### config.mk
export PLATFORM = sky130hd
export DESIGN_NAME = mmio_io_ctrl
export DESIGN_NICKNAME = d
export VERILOG_FILES = /design/src/rtl/mmio_io_pkg.sv /design/src/rtl/io_debounce.sv /design/src/rtl/mmio_io_ctrl.sv
export SDC_FILE = /design/constraint.sdc
export NUM_CORES = 1
export LEC_CHECK = 0
export ABC_CLOCK_PERIOD_IN_PS = 3700
export BUFFER_PORTS_ARGS = -buffer_cell sky130_fd_sc_hd__buf_2
export CORE_ASPECT_RATIO = 0.8
export CORE_MARGIN = 4
export CORE_UTILIZATION = 55
export CTS_CLUSTER_SIZE = 10
export DETAILED_ROUTE_END_ITERATION = 8
export GPL_ROUTABILITY_DRIVEN = 0
export PLACE_DENSITY = 0.79
export SKIP_LAST_GASP = 1
export SLEW_MARGIN = 20
export SYNTH_ARGS = -nofsm -noshare
export SYNTH_HDL_FRONTEND = slang
export SYNTH_SLANG_ARGS = --single-unit
### constraint.sdc
create_clock -name clk -period 3.7 [get_ports clk]
set_clock_uncertainty 0.15 [all_clocks]
set_input_delay 0.37 -clock clk [delete_from_list [all_inputs] [get_ports clk]]
set_output_delay 0.37 -clock clk [all_outputs]
set_load 0.005 [all_outputs]
### src/rtl/mmio_io_pkg.sv
// Register map, window base and reset constants for the MMIO I/O block.
package mmio_io_pkg;

    localparam logic [2:0] REG_LEDS    = 3'd0;
    localparam logic [2:0] REG_HEX     = 3'd1;
    localparam logic [2:0] REG_KEY     = 3'd2;
    localparam logic [2:0] REG_KEYEDGE = 3'd3;
    localparam logic [2:0] REG_SW      = 3'd4;
    localparam logic [2:0] REG_TIMER   = 3'd5;
    localparam logic [2:0] REG_IRQEN   = 3'd6;
    localparam logic [2:0] REG_RSVD    = 3'd7;

    localparam logic [31:0] IO_BASE = 32'h0000_0100;

    // Keys idle high (released), switches idle low.
    localparam logic        KEY_SYNC_RST = 1'b1;
    localparam logic        SW_SYNC_RST  = 1'b0;
    localparam logic [31:0] TIMER_RST    = 32'h0000_0000;

    // Byte offset of a register within the window.
    function automatic logic [4:0] reg_off(input logic [2:0] idx);
        return {idx, 2'b00};
    endfunction

endpackage

### src/rtl/io_debounce.sv
// Purpose: 2-flop synchroniser plus stable-sample debouncer for one raw input bit.
// Latency: a change sampled at edge 1 is accepted at edge 2+DEB_CYCLES.
// Backpressure: none; free-running, update pulses the cycle before level flips.
module io_debounce #(
    parameter int   DEB_CYCLES = 4,
    parameter logic RESET_VAL  = 1'b0
) (
    input  logic clk,
    input  logic reset,
    input  logic din,
    output logic level,
    output logic update
);

    localparam int             CW       = $clog2(DEB_CYCLES + 1);
    localparam logic [CW-1:0]  CNT_LAST = CW'(DEB_CYCLES - 1);

    logic          sync_q1;
    logic          sync_q2;
    logic [CW-1:0] cnt;

    assign update = (sync_q2 != level) && (cnt == CNT_LAST);

    always_ff @(posedge clk) begin
        if (!reset) begin
            sync_q1 <= RESET_VAL;
            sync_q2 <= RESET_VAL;
            level   <= RESET_VAL;
            cnt     <= '0;
        end else begin
            sync_q1 <= din;
            sync_q2 <= sync_q1;
            if (sync_q2 == level) begin
                cnt <= '0;
            end else if (update) begin
                level <= sync_q2;
                cnt   <= '0;
            end else begin
                cnt <= cnt + CW'(1);
            end
        end
    end

endmodule

### src/rtl/mmio_io_ctrl.sv
// Purpose: MMIO register block for LEDs, HEX nibbles, debounced keys/switches, timer and key IRQ.
// Latency: writes land at the strobe edge; reads are combinational (0 cycles).
// Backpressure: none; every access completes in the cycle it is presented.
module mmio_io_ctrl
    import mmio_io_pkg::*;
#(
    parameter int LED_W      = 10,
    parameter int KEY_W      = 4,
    parameter int SW_W       = 10,
    parameter int HEX_DIGITS = 6,
    parameter int DEB_CYCLES = 4
) (
    input  logic                    clk,
    input  logic                    reset,
    input  logic                    sel,
    input  logic                    we,
    input  logic [4:0]              addr,
    input  logic [31:0]             wdata,
    output logic [31:0]             rdata,
    input  logic [KEY_W-1:0]        key_n,
    input  logic [SW_W-1:0]         sw,
    output logic [LED_W-1:0]        ledr,
    output logic [4*HEX_DIGITS-1:0] hex_nib,
    output logic                    irq
);

    logic [2:0]       reg_idx;
    logic [1:0]       addr_lo_unused;
    logic             wr_vld;
    logic [KEY_W-1:0] key_raw_lvl;
    logic [KEY_W-1:0] key_upd;
    logic [KEY_W-1:0] key_lvl;
    logic [KEY_W-1:0] key_set;
    logic [KEY_W-1:0] key_w1c;
    logic [KEY_W-1:0] key_edge;
    logic [KEY_W-1:0] irq_en;
    logic [SW_W-1:0]  sw_lvl;
    logic [SW_W-1:0]  sw_upd_unused;
    logic [31:0]      timer;

    assign reg_idx        = addr[4:2];
    assign addr_lo_unused = addr[1:0];
    assign wr_vld         = sel & we;

    for (genvar i = 0; i < KEY_W; i++) begin : g_key
        io_debounce #(.DEB_CYCLES(DEB_CYCLES), .RESET_VAL(KEY_SYNC_RST)) u_deb (
            .clk    (clk),
            .reset  (reset),
            .din    (key_n[i]),
            .level  (key_raw_lvl[i]),
            .update (key_upd[i])
        );
    end

    for (genvar i = 0; i < SW_W; i++) begin : g_sw
        io_debounce #(.DEB_CYCLES(DEB_CYCLES), .RESET_VAL(SW_SYNC_RST)) u_deb (
            .clk    (clk),
            .reset  (reset),
            .din    (sw[i]),
            .level  (sw_lvl[i]),
            .update (sw_upd_unused[i])
        );
    end

    // A press is an accepted raw 1->0 change; it lands on the same edge as the level.
    assign key_lvl = ~key_raw_lvl;
    assign key_set = key_upd & key_raw_lvl;
    assign key_w1c = (wr_vld && reg_idx == REG_KEYEDGE) ? wdata[KEY_W-1:0] : '0;

    always_ff @(posedge clk) begin
        if (!reset) begin
            ledr     <= '0;
            hex_nib  <= '0;
            key_edge <= '0;
            irq_en   <= '0;
            timer    <= TIMER_RST;
        end else begin
            if (wr_vld && reg_idx == REG_LEDS)  ledr    <= wdata[LED_W-1:0];
            if (wr_vld && reg_idx == REG_HEX)   hex_nib <= wdata[4*HEX_DIGITS-1:0];
            if (wr_vld && reg_idx == REG_IRQEN) irq_en  <= wdata[KEY_W-1:0];
            key_edge <= (key_edge & ~key_w1c) | key_set;
            timer    <= (wr_vld && reg_idx == REG_TIMER) ? wdata : timer + 32'd1;
        end
    end

    assign irq = |(key_edge & irq_en);

    always_comb begin
        rdata = '0;
        if (sel) begin
            case (reg_idx)
                REG_LEDS:    rdata = 32'(ledr);
                REG_HEX:     rdata = 32'(hex_nib);
                REG_KEY:     rdata = 32'(key_lvl);
                REG_KEYEDGE: rdata = 32'(key_edge);
                REG_SW:      rdata = 32'(sw_lvl);
                REG_TIMER:   rdata = timer;
                REG_IRQEN:   rdata = 32'(irq_en);
                REG_RSVD:    rdata = '0;
                default:     rdata = '0;
            endcase
        end
    end

endmodule

==> flow_summary.toml, run 1 <==
[outcome]
status = "complete, no violations"

[power_and_ir_drop]
seqPwrFrac = 0.478
peakVddDrop_v = 0.000344
powerDensity_nw_per_um2 = 442
intPower_mw = 2.82
clock_power_share = 0.466
p_sw_mw = 0.867
p_sw_frac = 0.235
combinationalPowerShare = 0.056
p_leak_nw = 3.42

[route]
drc_errors = 0
drtAntennaViolNets = 0
drt-pass1-iter-count = 5
wl_per_cell_um = 15.4
finalWirelength_mm = 16.9
vias = 5975
drt-vias-per-instance = 5.46
dr.first_iter.drc_count = 529

[global_route]
grt_pass1_vias = 5485
grt_pass1_wl_mm = 27.1
grt_use_total = 0.232
grt_max_degree = 62
grt_overflow = 0
antenna_found_initial = 0

[cts]
numCtsBuffers = 17
clk_path_buf_depth = 2
htree_levels = 4
cts_sinks = 158
clk_latency_ns = 0.42
clkSlewWorstSetupHoldPaths_ns = 0.06
tritoncts = "done"
root_buffer = "clkbuf_16"

[synth]
synth_enable_flop_cells = 0
ys_seq_area_frac = 0.451
syn_inst = 809
yosys.cell_types.count = 48
syn-num-nets = 893
yosys.area.top_type = "dfxtp_1"
syn_avg_cell_area_um2 = 8.67
yosys.area.top_type_share = 0.451
async_flop_share = 0
yosys_warnings = 0
synth.area.top_cells = "dfxtp_1 45%, mux2i_1 5.8%, ha_1 5.2%"
ys.flop_type = "dfxtp_1"
synth_commonest_cells = "158 x dfxtp_1, 96 x nor2_1, 90 x nand2_1"
synth.most_common_cell = "dfxtp_1"
synth-seq-cells = 158
syn-cell-area_um2 = 7020

[critical_path]
crit_buf_inv = 3
cp_slowest_cell = "buf_2"
cpMostUsedCell = "buf_2"
cpPeakStageDelay_ns = 0.65
crit_path_end_kind = "output port"
crit_type = "in2out"
required_ns = 3.18
cp_max_fo = 35
critPathLaunchType = "primary input"
path_delay_family = "buffers and inverters"
path_cells = "buf_2, buf_4, mux2i_1, a2bb2oi_1, nor2_1, a211oi_1, buf_2"
worstPathArrival_ns = 2.23

[floorplan]
core_um2 = 12300
fp.dieArea_um2 = 14600
rows = 36
io_pins = 122
initial_core_util = 0.568
fp.dieH_um = 109
fp.dieW_um = 134

[placement]
port_buffers = 119
place_ws_ns = 0.913
dpl.cell_count = 1054
dpl.hpwl_mm = 11.7

[timing]
timing.final.crit_period_ns = 2.75
hold_ws_ns = 0.00912
finalHoldViolCount = 0
final_max_slew_viol_count = 0
fin_tns_setup_ns = 0
tightest_slew_ns = 0.951
post-route-period-util = 0.742
max_freq_mhz = 364
relSlewSlack = 0.366
grt_setup_unrepaired = "false"
setup_viol = 0
layout_setup_ws_ns = 0.953

[cells_and_area]
drive_gt1_frac = 0.181
diodes = 0
final_cell_count_no_fill = 1095
fin_nets = 995
areaGrowthSynthToFinish_pct = 18.8
fin_util = 0.675

[run]
cap_violations = 0

[min_path]
hold_path_class = "in2reg"
## layout make-up
class / instances / area, µm²
repair buffers: 133 / 736
clock inverters: 12 / 128
fillers: 1048 / 4010
clock buffers: 20 / 467
inverters: 35 / 131
well taps: 171 / 214
flip-flops and latches: 158 / 3160
multi-input cells: 566 / 3500
## routing by layer
metal / GRT usage / part of all wire / vias up
met5: 0 / 0 / -
met4: 0.0632 / 0.0059 / 0
met3: 0.0572 / 0.074 / 11
met2: 0.374 / 0.46 / 207
met1: 0.314 / 0.46 / 2761
li1: - / - / 2996
## through the flow
step           area (µm²)  power (mW)
2_1_floorplan        7020        1.91
3_3_place_gp         7650        1.99
3_5_place_dp         7650        2.00
4_1_cts              8330        3.71
5_1_grt              8340        3.81
6_report             8340        3.69
## cells in the final DEF (no fill, tap or decap), types with 4 or more instances in the layout
master and n:
dfxtp_1 158, buf_2 119, nor2_1 96, nand2_1 90, a21oi_1 57, mux2i_1 41
inv_1 34, ha_1 29, o21ai_0 28, nand3_1 26, and2_1 22, or3_1 20
xnor2_1 20, clkbuf_16 17, a211oi_1 15, nand4_1 13, and3_1 12, nand2b_1 11
nor2b_1 10, dlygate4sd3_1 9, nor3_1 8, and4_1 8, xor2_1 7, o221ai_1 6
clkinv_4 6, a2bb2oi_1 5, or4_1 5, a31oi_1 5, a211o_1 4, buf_4 4
## flip-flops by register name, indices dropped and copies added (netlist names)
| name | flops |
|---|---|
| g_key.u_deb.sync_q1 | 4 |
| g_key.u_deb.cnt | 12 |
| timer | 32 |
| g_key.u_deb.level | 4 |
| g_key.u_deb.sync_q2 | 4 |
| g_sw.u_deb.cnt | 30 |
| hex_nib | 24 |
| irq_en | 4 |
| key_edge | 4 |
| g_sw.u_deb.sync_q1 | 10 |
| g_sw.u_deb.sync_q2 | 10 |
| g_sw.u_deb.level | 10 |
| ledr | 10 |
## final timing paths
| path | start | endpoint | slack [ns] | cells after the start |
|---|---|---|---|---|
| min reg2reg | g_key[3].u_deb.sync_q1$_SDFF_PN1_ | g_key[3].u_deb.sync_q2$_SDFF_PN1_ | 0.26 | 1 |
| min | sw[0] | g_sw[0].u_deb.sync_q1$_SDFF_PN0_ | 0.009 | 2 |
| max reg2reg | timer[0]$_SDFF_PN0_ | timer[22]$_SDFF_PN0_ | 1.54 | 5 |
| max | addr[4] | rdata[1] | 0.95 | 7 |
## what timing repair did
action                    CTS  global route
gates resized for setup     0             0
setup buffers               0             0
hold buffers                8             1
hold endpoints to repair    8             1
## logic make-up (layout without fill, tap and decap cells)
logic type               after synthesis  in the layout  share of synthesized area
flip-flops                           158            158                      0.451
AND/OR/NAND/NOR                      339            339                      0.242
adder cells (fa/ha/maj)               29             29                     0.0517
AO/OA/AOI/OAI                        130            130                      0.112
buffers and inverters                 85            200                     0.0514
XOR/XNOR                              27             27                     0.0337
multiplexers                          41             41                     0.0585
## power groups by stage
| stage | sequential (mW) | combinational [mW] | clock (mW) |
|---|---|---|---|
| 2_1_floorplan | 1.79 | 0.123 | 0 |
| 3_3_place_gp | 1.80 | 0.194 | 0 |
| 3_5_place_dp | 1.80 | 0.196 | 0 |
| 4_1_cts | 1.76 | 0.205 | 1.74 |
| 5_1_grt | 1.77 | 0.230 | 1.81 |
| 6_report | 1.76 | 0.206 | 1.72 |
(Power assumes the default switching activity.)
==> inputs of run 2 (changes only) <==
ABC_AREA = 1   (was unset)
ABC_CLOCK_PERIOD_IN_PS = 2450   (was 3700)
CORE_UTILIZATION = 51   (was 55)
PLACE_DENSITY = 0.76   (was 0.79)
clock period = 2.45 ns   (was 3.7 ns; I/O delays follow)
==> run 2 against run 1 <==
  * Routed wire length grew 14%
  * Worst setup slack lost 0.48 ns
  * First-iteration DRC count grew 7.9%
  * Highest routed layer unchanged
==> flow_summary.toml, run 2 <==
[power_and_ir_drop]
peakVddDrop_v = 0.000473
powerDensity_nw_per_um2 = 637
total_power_mw = 5.74
p_leak_nw = 4.28

[critical_path]
worst-r2r-setup-slack_ns = 0.57
r2r_end = "timer[20]$_SDFF_PN0_"
cp-startpoint = "addr[3]"
reg2reg_from = "timer[1]$_SDFF_PN0_"
required_ns = 2.06
rr_worst_depth = 8
cp_slowest_cell = "inv_1"
path_cells = "buf_2, nor2_1, nand2_2, inv_1, buf_4, nand2_1, o2111ai_1, nand2_1, inv_1, buf_2"
crit_type = "in2out"
crit_path_end_kind = "output port"
cpPeakStageDelay_ns = 0.22
critPathLaunchType = "primary input"
worstPathArrival_ns = 1.58
cp_max_fo = 10
critPathCapture = "rdata[7]"

[cells_and_area]
top_register = "timer"
mostFrequentLayoutCells = "222 x nor2_1, 158 x dfxtp_1, 157 x nand2_1, 149 x inv_1, 119 x buf_2"
final_common_cell = "nor2_1"
top_regs = "timer (32), g_sw.u_deb.cnt (30), hex_nib (24)"
largest_register_ffs = 32
areaGrowthSynthToFinish_pct = 25.6
drive_gt1_frac = 0.155
fin_nets = 1257
nFillCells = 1165
fin_util = 0.660
diodes = 0

[cts]
clkSlewWorstSetupHoldPaths_ns = 0.06
root_buffer = "clkbuf_16"
cts_sinks = 158
clk_latency_ns = 0.42
tritoncts = "done"
htree_levels = 4
numCtsBuffers = 17
clk_path_buf_depth = 2
cts_resized = 0

[timing]
hold_ws_ns = 0.0150
tightest_slew_ns = 0.824
relSlewSlack = 0.450
post-route-period-util = 0.805
grt_setup_unrepaired = "false"
max_freq_mhz = 507
final_max_slew_viol_count = 0
setup_viol = 0
timing.final.crit_period_ns = 1.97
finalHoldViolCount = 0
fin_tns_setup_ns = 0

[route]
vias = 6915
drt-pass1-iter-count = 5
drc_errors = 0
wl_per_cell_um = 14.1
drtAntennaViolNets = 0
finalWirelength_mm = 19.3
drt-vias-per-instance = 5.06
dr.first_iter.drc_count = 571

[synth]
async_flop_share = 0
synth.area.top_cells = "dfxtp_1 44%, nor2_1 12%, nand2_1 8.2%"
synth_commonest_cells = "222 x nor2_1, 158 x dfxtp_1, 157 x nand2_1"
ys_seq_area_frac = 0.441
yosys_warnings = 0
syn-num-nets = 1093
ys.flop_type = "dfxtp_1"
syn_inst = 1009
yosys.area.top_type = "dfxtp_1"
yosys.area.top_type_share = 0.441
syn_avg_cell_area_um2 = 7.11
synth.most_common_cell = "nor2_1"
syn-cell-area_um2 = 7170
synth_enable_flop_cells = 0
yosys.cell_types.count = 30
synth-seq-cells = 158

[floorplan]
fp.dieW_um = 141
fp.dieH_um = 114
initial_core_util = 0.526
io_pins = 122
fp.dieArea_um2 = 16000
core_um2 = 13600
rows = 38

[global_route]
antenna_found_initial = 0
grt_overflow = 0
grt_pass1_vias = 6515
grt_pass1_wl_mm = 31.6
grt_max_degree = 84
grt_use_total = 0.243

[min_path]
hold_path_class = "in2reg"

[run]
cap_violations = 0

[outcome]
status = "complete, no violations"

[placement]
port_buffers = 119
dpl.hpwl_mm = 13.2
[run 2: cell type report]
cell class              count  area, µm²  area share
multi-input cells         665       3270       0.363
flip-flops and latches    158       3160       0.351
repair buffers            179       1170       0.130
inverters                 152        571      0.0633
clock buffers              19        443      0.0492
well taps                 180        225      0.0250
clock inverters            13        164      0.0182
[run 2: how the worst min path moves through the flow]
stage / slack [ns] / cells past startpoint / start / end
2_1_floorplan: 0.19 / 2 / sw[0] / g_sw[0].u_deb.sync_q1$_SDFF_PN0_
3_3_place_gp: 0.24 / 1 / g_key[1].u_deb.sync_q1$_SDFF_PN1_ / g_key[1].u_deb.sync_q2$_SDFF_PN1_
3_5_place_dp: 0.25 / 2 / g_sw[9].u_deb.sync_q1$_SDFF_PN0_ / g_sw[9].u_deb.sync_q2$_SDFF_PN0_
4_1_cts: 0.02 / 5 / wdata[26] / timer[26]$_SDFF_PN0_
5_1_grt: 0.06 / 5 / wdata[26] / timer[26]$_SDFF_PN0_
6_report: 0.02 / 5 / wdata[26] / timer[26]$_SDFF_PN0_
[run 2: routing by layer]
metal  global-route usage  vias up  part of all wire
li1                     -     3498                 -
met1                0.336     3138              0.45
met2                0.382      248              0.44
met3               0.0526       31             0.084
met4               0.0749        0             0.019
met5                    0        -                 0
[run 2: repair_timing]
action / CTS / global route
hold buffers: 45 / 0
hold endpoints to repair: 54 / 0
setup buffers: 0 / 0
[run 2: per-stage QoR]
step | std cells | setup WS (ns) | cell area [µm²]
floorplan | 1009 | 0.939 | 7170
global placement | 1289 | 0.572 | 7950
detailed placement | 1289 | 0.550 | 7950
CTS | 1366 | 0.505 | 9010
global route | 1366 | 0.353 | 9010
finish | 1366 | 0.478 | 9010
[run 2: logic make-up after synthesis]
| group | share of synthesized area |
|---|---|
| simple gates | 0.257 |
| buf+inv | 0.103 |
| compound gates | 0.124 |
| flops | 0.441 |
| fa+ha+maj | 0.0506 |
| xor+xnor | 0.0244 |
[run 2: power by group]
group          internal (mW)  switching, mW  leakage (nW)
registers               2.63         0.0406          1.28
logic                  0.157          0.203          2.70
clock network           1.63           1.08         0.293
total                   4.42           1.32          4.28
[run 2: critical path, delay by kind of cell]
family	cells	cell delay, ns
buf+inv	5	0.73
simple gates	4	0.50
compound gates	1	0.08
==> inputs of run 3 (changes only) <==
ABC_CLOCK_PERIOD_IN_PS = 2070   (was 2450)
CORE_UTILIZATION = 55   (was 51)
PLACE_DENSITY = 0.78   (was 0.76)
clock period = 2.07 ns   (was 2.45 ns; I/O delays follow)
==> run 3 against run 2 <==
  * Design area is 0.28% lower
  * Global-route usage is 1.9 points higher
  * Power is 13% higher
  * Clock power is 6% higher
  * First-iteration DRC count is 14% higher
  * Sequential power is 18% higher
  * Worst setup slack worse by 0.30 ns
  * Via count is 0.64% lower
  * Combinational power is 20% higher
  * Cell count is 0.15% lower
  * Critical path type is now reg2out
  * Critical endpoint is now rdata[0]
  * Largest cell class unchanged
==> flow_summary.toml, run 3 (synthesized netlist as in run 2, its figures left out) <==
[power_and_ir_drop]
p_leak_nw = 4.26
powerDensity_nw_per_um2 = 721
p_sw_mw = 1.60
combinationalPowerShare = 0.067
intPower_mw = 4.88
seqPwrFrac = 0.487
p_sw_frac = 0.247
clock_power_share = 0.447
peakVddDrop_v = 0.000602

[floorplan]
core_um2 = 12800
fp.dieArea_um2 = 14900
io_pins = 122
initial_core_util = 0.559
fp.dieW_um = 136
rows = 37
fp.dieH_um = 110

[timing]
timing.final.crit_period_ns = 1.90
relSlewSlack = 0.504
setup_viol = 0
fin_tns_setup_ns = 0
tightest_slew_ns = 0.743
finalHoldViolCount = 0
post-route-period-util = 0.916
max_freq_mhz = 527
grt_setup_unrepaired = "false"
final_max_slew_viol_count = 0
hold_ws_ns = 0.120

[global_route]
antenna_found_initial = 0
grt_pass1_wl_mm = 31.0
grt_pass1_vias = 6540
grt_use_total = 0.261
grt_overflow = 0
grt_max_degree = 58

[cells_and_area]
areaGrowthSynthToFinish_pct = 25.2
largest_register_ffs = 32
fin_nets = 1260
top_regs = "timer (32), g_sw.u_deb.cnt (30), hex_nib (24)"
top_register = "timer"
final_common_cell = "nor2_1"
mostFrequentLayoutCells = "222 x nor2_1, 158 x dfxtp_1, 157 x nand2_1, 149 x inv_1, 119 x buf_2"
nFillCells = 1079
drive_gt1_frac = 0.157
diodes = 0

[critical_path]
worstPathArrival_ns = 1.54
cp_max_fo = 4
cpPeakStageDelay_ns = 0.33
cp_slowest_cell = "dfxtp_1"
critPathLaunchType = "register"
required_ns = 1.71
path_cells = "inv_1, o21ai_0, nor2_1, a21oi_1, buf_2"
crit_type = "reg2out"
crit_path_end_kind = "output port"

[route]
wl_per_cell_um = 13.8
drt-vias-per-instance = 5.04
finalWirelength_mm = 18.8
drt-pass1-iter-count = 5
drc_errors = 0
dr.first_iter.drc_count = 653
vias = 6871
drtAntennaViolNets = 0

[run]
cap_violations = 0

[cts]
htree_levels = 4
cts_hold_buf = 46
clk_latency_ns = 0.42
clkSlewWorstSetupHoldPaths_ns = 0.06
cts_resized = 0
clk_path_buf_depth = 2
cts_sinks = 158
tritoncts = "done"
numCtsBuffers = 17
post_cts_buffers = 0
root_buffer = "clkbuf_16"

[placement]
dpl.hpwl_mm = 13.1
port_buffers = 119

[min_path]
hold_path_class = "in2reg"

[outcome]
status = "complete, no violations"
run 3: area by class of cell:
cell class / instances / area (µm²) / share of cell area
Clock buffer: 18 / 439 / 0.0489
Clock inverter: 14 / 111 / 0.0124
Tap cell: 175 / 219 / 0.0244
Timing Repair Buffer: 182 / 1210 / 0.135
Sequential cell: 158 / 3160 / 0.352
Multi-Input combinational cell: 665 / 3270 / 0.364
Inverter: 152 / 571 / 0.0635
run 3: per-stage QoR:
step / instance area [µm²] / worst slack, ns / utilization / cells / power (mW)
after floorplan: 7170 / 0.559 / - / 1009 / 3.41
after global placement: 7970 / 0.272 / 0.622 / 1286 / 3.57
after detailed placement: 7970 / 0.240 / 0.622 / 1286 / 3.57
after CTS: 8980 / 0.205 / 0.701 / 1364 / 6.52
after global routing: 8980 / 0.0838 / 0.701 / 1364 / 6.72
final: 8980 / 0.174 / 0.701 / 1364 / 6.48
run 3: power groups by stage:
stage               registers [mW]  logic, mW  clock network, mW
floorplan                     3.21      0.198                  0
global placement              3.22      0.348                  0
detailed placement            3.22      0.354                  0
CTS                           3.15      0.424               2.94
global route                  3.16      0.481               3.08
finish                        3.15      0.431               2.89
run 3: worst paths after layout:
| path | start | cells past startpoint | end | slack [ns] |
|---|---|---|---|---|
| worst min register to register | g_key[0].u_deb.sync_q1$_SDFF_PN1_ | 1 | g_key[0].u_deb.sync_q2$_SDFF_PN1_ | 0.26 |
| worst max-delay path | timer[0]$_SDFF_PN0_ | 5 | rdata[0] | 0.17 |
| worst max register to register | timer[1]$_SDFF_PN0_ | 10 | timer[18]$_SDFF_PN0_ | 0.29 |
| worst min-delay path | reset | 3 | g_key[0].u_deb.sync_q2$_SDFF_PN1_ | 0.12 |
run 3: layer usage:
layer | part of all wire | global-route usage | up-vias
met5 | 0 | 0 | -
met4 | 0.024 | 0.0986 | 0
li1 | - | - | 3504
met1 | 0.45 | 0.349 | 3061
met3 | 0.077 | 0.0567 | 38
met2 | 0.45 | 0.419 | 268
run 3: worst max-delay path: cells and delay by family (launching register included):
family	cells	cell delay (ns)
buffers and inverters	2	0.26
and+or+nand+nor	1	0.08
AOI/OAI and AO/OA	2	0.45
DFF	1	0.33
